--- src/rtl/no_border_ctrl_unit.sv ---
// no_border_ctrl_unit
// Control unit that sits directly in front of no_border_scheme_mask.
// It takes a raster-order pixel stream over a valid/ready handshake and
// registers each accepted pixel towards the row buffers. It also tracks the
// frame position and flags, in step with the mask output, the windows whose
// 7x7 footprint lies fully inside the image. A one-cycle pulse marks the end
// of each frame.
//
// Optional build feature: define NO_BORDER_FRAME_CHK_EN to enable frame
// protocol checking. A sof during a frame then restarts the frame and sets a
// sticky frame_err. A pixel offered while draining also sets frame_err.
// Without the macro, frame_err is tied low and a mid-frame sof is ignored.

module no_border_ctrl_unit #(
  parameter int ROW_WIDTH  = 100,  // pixels per row
  parameter int COL_HEIGHT = 100,  // rows per frame
  parameter int PIX_BIT    = 8,    // bits per pixel
  parameter int MASK_WIDTH = 7,    // mask width/height
  parameter int MASK_LAT   = 1     // ctrl2buf_valid -> updated window on p_m2f
) (
  input  logic               clk,
  input  logic               reset,
  input  logic               sof,
  input  logic               pix_in_valid,
  input  logic [PIX_BIT-1:0] pix_in,
  output logic               pix_in_ready,
  input  logic               filt_stall,
  output logic               ctrl2buf_valid,
  output logic [PIX_BIT-1:0] data_cu2bufcf,
  output logic               win_valid,
  output logic [15:0]        win_row,
  output logic [15:0]        win_col,
  output logic               frame_done,
  output logic               frame_err
);

  // Frame geometry as 16-bit constants, so they compare cleanly with the counters.
  localparam logic [15:0] LAST_COL   = 16'(ROW_WIDTH - 1);
  localparam logic [15:0] LAST_ROW   = 16'(COL_HEIGHT - 1);
  localparam logic [15:0] EDGE_OFS   = 16'(MASK_WIDTH - 1);
  localparam logic [15:0] HALF_MASK  = 16'((MASK_WIDTH - 1) / 2);
  localparam logic [15:0] DRAIN_LAST = 16'(MASK_LAT);
  localparam int          DEPTH      = MASK_LAT + 1;

  typedef enum logic [1:0] {
    IDLE   = 2'd0,
    ACTIVE = 2'd1,
    DRAIN  = 2'd2
  } state_t;

  // One delay-line entry: window qualifier plus the window centre.
  typedef struct packed {
    logic        vld;
    logic [15:0] row;
    logic [15:0] col;
  } win_t;

  state_t             state_q, state_d;
  logic [15:0]        row_q, row_d;
  logic [15:0]        col_q, col_d;
  logic [15:0]        drain_q, drain_d;
  logic               frame_done_q, frame_done_d;
  logic               c2b_valid_q;
  logic [PIX_BIT-1:0] data_q;
  win_t               dly_q [DEPTH];
  win_t               stage_in;
  logic               accept;
  logic               restart;
  logic               flush;
  logic               in_img;

`ifdef NO_BORDER_FRAME_CHK_EN
  logic               frame_err_q, frame_err_d;

  // A sof while a frame is in progress restarts it.
  assign restart = sof & (state_q != IDLE);
`else
  assign restart = 1'b0;
`endif

  // Ready follows filt_stall combinationally. No pixel is taken in a restart cycle.
  assign pix_in_ready = (state_q == ACTIVE) & ~filt_stall & ~restart;
  assign accept       = pix_in_valid & pix_in_ready;

  // Next state, frame position counters and the drain timer.
  always_comb begin
    // NOTE: every variable gets a default before the case, so no path can
    // leave one unassigned and infer a latch.
    state_d      = state_q;
    row_d        = row_q;
    col_d        = col_q;
    drain_d      = drain_q;
    frame_done_d = 1'b0;
    flush        = 1'b0;
    unique case (state_q)
      IDLE: begin
        if (sof) begin
          state_d = ACTIVE;
          row_d   = '0;
          col_d   = '0;
          drain_d = '0;
        end
      end
      ACTIVE: begin
        if (accept) begin
          if (col_q == LAST_COL) begin
            col_d = '0;
            if (row_q == LAST_ROW) begin
              // The last pixel of the frame has been taken. Let the windows drain.
              row_d   = '0;
              drain_d = '0;
              state_d = DRAIN;
            end else begin
              row_d = row_q + 16'd1;
            end
          end else begin
            col_d = col_q + 16'd1;
          end
        end
      end
      DRAIN: begin
        // The last window leaves the delay line after MASK_LAT+1 cycles.
        if (drain_q == DRAIN_LAST) begin
          frame_done_d = 1'b1;
          drain_d      = '0;
          state_d      = IDLE;
        end else begin
          drain_d = drain_q + 16'd1;
        end
      end
      default: state_d = IDLE;
    endcase
    if (restart) begin
      state_d      = ACTIVE;
      row_d        = '0;
      col_d        = '0;
      drain_d      = '0;
      frame_done_d = 1'b0;
      flush        = 1'b1;
    end
  end

  // State register, counters and the registered frame_done pulse.
  always_ff @(posedge clk or posedge reset) begin
    // NOTE: sequential state uses non-blocking assignments only. All registers
    // then update together at the edge, whatever order the statements are in.
    if (reset) begin
      state_q      <= IDLE;
      row_q        <= '0;
      col_q        <= '0;
      drain_q      <= '0;
      frame_done_q <= 1'b0;
    end else begin
      state_q      <= state_d;
      row_q        <= row_d;
      col_q        <= col_d;
      drain_q      <= drain_d;
      frame_done_q <= frame_done_d;
    end
  end

  // Pixel register towards the row buffers. The data holds when nothing is accepted.
  always_ff @(posedge clk or posedge reset) begin
    if (reset) begin
      c2b_valid_q <= 1'b0;
      data_q      <= '0;
    end else begin
      c2b_valid_q <= accept;
      if (accept) begin
        data_q <= pix_in;
      end
    end
  end

  // Qualify the window whose bottom-right corner is the pixel being accepted.
  always_comb begin
    in_img   = (row_q >= EDGE_OFS) && (col_q >= EDGE_OFS);
    stage_in = '0;
    if (accept && in_img) begin
      stage_in.vld = 1'b1;
      stage_in.row = row_q - HALF_MASK;
      stage_in.col = col_q - HALF_MASK;
    end
  end

  // Delay line that aligns the window qualifier with the mask output.
  always_ff @(posedge clk or posedge reset) begin
    // NOTE: this small array is reset explicitly, so that no stale window can
    // appear after reset. Large data memories would normally be left unreset.
    if (reset) begin
      for (int i = 0; i < DEPTH; i++) begin
        dly_q[i] <= '0;
      end
    end else if (flush) begin
      for (int i = 0; i < DEPTH; i++) begin
        dly_q[i] <= '0;
      end
    end else begin
      dly_q[0] <= stage_in;
      for (int i = 1; i < DEPTH; i++) begin
        dly_q[i] <= dly_q[i-1];
      end
    end
  end

`ifdef NO_BORDER_FRAME_CHK_EN
  // The error flag is sticky until reset. It is set by a mid-frame sof or by a pixel offered during drain.
  always_comb begin
    frame_err_d = frame_err_q | restart | ((state_q == DRAIN) & pix_in_valid);
  end

  // Error flag register.
  always_ff @(posedge clk or posedge reset) begin
    if (reset) begin
      frame_err_q <= 1'b0;
    end else begin
      frame_err_q <= frame_err_d;
    end
  end

  assign frame_err = frame_err_q;
`else
  assign frame_err = 1'b0;
`endif

  assign ctrl2buf_valid = c2b_valid_q;
  assign data_cu2bufcf  = data_q;
  assign win_valid      = dly_q[DEPTH-1].vld;
  assign win_row        = dly_q[DEPTH-1].row;
  assign win_col        = dly_q[DEPTH-1].col;
  assign frame_done     = frame_done_q;

endmodule

--- config.mk ---
export PLATFORM = sky130hd
export DESIGN_NAME = no_border_ctrl_unit
export DESIGN_NICKNAME = d
export VERILOG_FILES = /design/src/rtl/no_border_ctrl_unit.sv
export SDC_FILE = /design/constraint.sdc
export NUM_CORES = 1
export LEC_CHECK = 0
export CORE_ASPECT_RATIO = 1.25
export CORE_MARGIN = 10
export CORE_UTILIZATION = 50
export DETAILED_ROUTE_END_ITERATION = 16
export PLACE_DENSITY = 0.8
export SYNTH_ARGS = -nofsm -noshare
export SYNTH_HDL_FRONTEND = slang
export SYNTH_SLANG_ARGS = --single-unit
export TNS_END_PERCENT = 50
--- constraint.sdc ---
create_clock -name clk -period 4.25 [get_ports clk]
set_clock_uncertainty 0.2 [all_clocks]
set_input_delay 0.425 -clock clk [delete_from_list [all_inputs] [get_ports clk]]
set_output_delay 0.425 -clock clk [all_outputs]
set_load 0.02 [all_outputs]
==> metrics.txt <==
Worst EP required 3.62 ns; hold-fix buffers at CTS 0; syn_nets 588; Overall Power 0.003225 W; most common cell after layout, fill and taps aside dfrtp_1; dominant synthesized flop cell dfrtp_1; power per cell area 467.1 nW/um^2; final design utilization 59.17%; number of global-route vias before repair 4038; Area contributors post-synth dfrtp_1, buf_4, nor2_1; critical path launch point type flip-flop; drt first pass iters 5; global-route wire length before repair 20.04 mm; clk slew on worst S/H paths 0.06 ns; most frequent cells in the layout dfrtp_1, nor2_1, clkdlybuf4s50_1; Chip Height 142.1 um; Sink Count 126; Netlist cell types 59; Tcrit/Tclk final 68.02%; DIE AREA 16720 um^2; Storage cell area 3153 um^2; DR vias 4183; Inst Count DP 716; Die Width 117.7 um; class of the tightest hold or removal check flip-flop to flip-flop; total grt overflow 0; status completed; HPWL after DPL 7.801 mm; largest fanout on the critical path 18; final wirelength 11.74 mm; Hold Fails Final Rpt 0; # diodes 0; Routed WL per cell 15.69 um; Core Area 11670 um^2; Tmin final 2.891 ns; I/O Pins 58; CTS H-tree depth 4; area delta synth->final 15.85%; max_cap viols 0; Crit. End Element primary output; PortBufs 56; Final #Nets 593; Max Freq 345.9 MHz; vias per cell 5.592; fin. max-slew vios 0; largest net degree at the start of global routing 76; Post-synth EDFFs 0; Cell Chain, Critical Path nand2b_1 -> nor2_1 -> clkdlybuf4s50_1; Final ANT Viol Nets 0; maximum vdd drop 0.3122 mV; DR iter-0 viols 356; warnings from Yosys 0; Critical Path Slowest Stage Cell clkdlybuf4s50_1; postcts setup bufs 0; cell family with most CP delay simple AND/OR/NAND/NOR gates; Tightest Pin Transition 1.021 ns; Critical Path AT 2.27 ns; Synth area leader dfrtp_1; multi-input logic area 2321 um^2; worst-skew pair later-pin latency 0.42 ns; normalized max-slew margin 31.75%; Slowest Stage Delay on Critical Path 0.64 ns; fill cell count 956; TNS Setup 0 ns; RSZ-0062 raised after global routing no; synthesized area 5961 um^2; root buf cell clkbuf_16; worst path bufs/invs 1; layout cell share with drive strength beyond 1 10.73%; FFs w/ async S/R, synth 100.0%; #FFs+latches synth 126; TritonCTS buffer count 17; Synth top area share 52.90%; # rows 44; Syn Area/Cell 10.48 um^2; Final GP Congestion 0.8380; antenna violations before repair 0; Pleak 3.114 nW; CP Class flip-flop to primary output; number of remaining DRC errors 0; final cell count without fillers 748; Tot GR Track Use 14.42%; Syn Inst Count 569; CTS tree built; sequential cell area fraction in the yosys report 52.90%; clk buf depth 2; setup violators final 0; Resized Gates After CTS 0; Initial Util 51.07%
sequential cells by signal, summed over array words and instances (netlist names):
| name | flops |
|---|---|
| frame_done | 1 |
| dly_q | 33 |
| state_q | 2 |
| win_row | 16 |
| drain_q | 16 |
| win_col | 16 |
| col_q | 16 |
| win_valid | 1 |
| data_cu2bufcf | 8 |
| ctrl2buf_valid | 1 |
| row_q | 16 |
cell type report:
cell class | count | area share, %
sequential | 126 | 45.66
multi-input combinational | 365 | 33.61
timing repair buffer | 57 | 8.407
clock buffer | 18 | 6.360
tap | 161 | 2.917
clock inverter | 14 | 2.627
inverter | 7 | 0.4167
power by group:
part	internal, W	switching [W]
registers	0.00124	0.0000825
clock network	0.000948	0.000552
logic	0.000184	0.000216
metrics by stage:
stage	cell area (um^2)	setup WS (ns)	hold WS (ns)
6_report	6905	1.359	0.1439
4_1_cts	6905	1.383	0.1451
3_3_place_gp	6285	1.354	0.1315
5_1_grt	6905	1.207	0.1473
2_1_floorplan	5961	0.2691	0.1312
3_5_place_dp	6285	1.215	0.1347
layer usage:
layer  global-route usage, %  share of wire [%]  vias up
li1                        -                  -     1966
met2                   23.52                 51      140
met5                       0                  0        -
met1                   17.08                 40     2058
met3                   5.161                7.0       19
met4                   5.802                1.9        0
cell usage after synthesis, types with 2 or more instances:
master,count
a311oi_1,2
nor4_4,2
a31oi_1,3
nor3b_2,2
ha_1,6
and4_1,4
o21ai_0,35
nor3_1,16
nand3_1,22
nor2b_1,2
and2_1,2
buf_2,14
buf_4,39
inv_1,7
nand2_1,35
clkbuf_1,13
a211oi_1,5
buf_6,4
o21ai_1,9
mux2_2,8
nor4_2,3
o31ai_1,18
or3_1,4
and3_1,11
a21oi_1,7
or2_2,2
nor4_1,10
dfrtp_1,126
a21o_1,2
nor2_2,2
xnor2_1,24
xor2_1,14
nor4b_1,3
nand2b_1,8
nor2_1,67
nor3b_1,4
nand4_1,9
o41ai_1,4
final timing paths:
| path | from | to | slack, ns | cells after the start |
|---|---|---|---|---|
| min in group asynchronous | reset | win_row[12] | 0.36 | 2 |
| setup / recovery | state_q[1] | pix_in_ready | 1.36 | 3 |
| hold / removal | dly_q[41] | win_col[8] | 0.14 | 0 |
| max in group asynchronous | reset | win_col[11] | 2.73 | 3 |
| hold reg to reg | dly_q[41] | win_col[8] | 0.14 | 0 |
| setup reg to reg | row_q[0] | drain_q[14] | 1.50 | 6 |
kinds of logic after synthesis:
| kind of cell | Yosys count | share of synthesized area, % |
|---|---|---|
| AOI/OAI and AO/OA | 93 | 10.41 |
| xor gates and xnor gates | 38 | 5.584 |
| adders and majority gates | 6 | 1.259 |
| buffers and inverters | 78 | 8.165 |
| DFF | 126 | 52.90 |
| muxes | 8 | 1.511 |
| other | 1 | 0.06291 |
| and+or+nand+nor | 219 | 20.11 |
(Power assumes the default switching activity.)
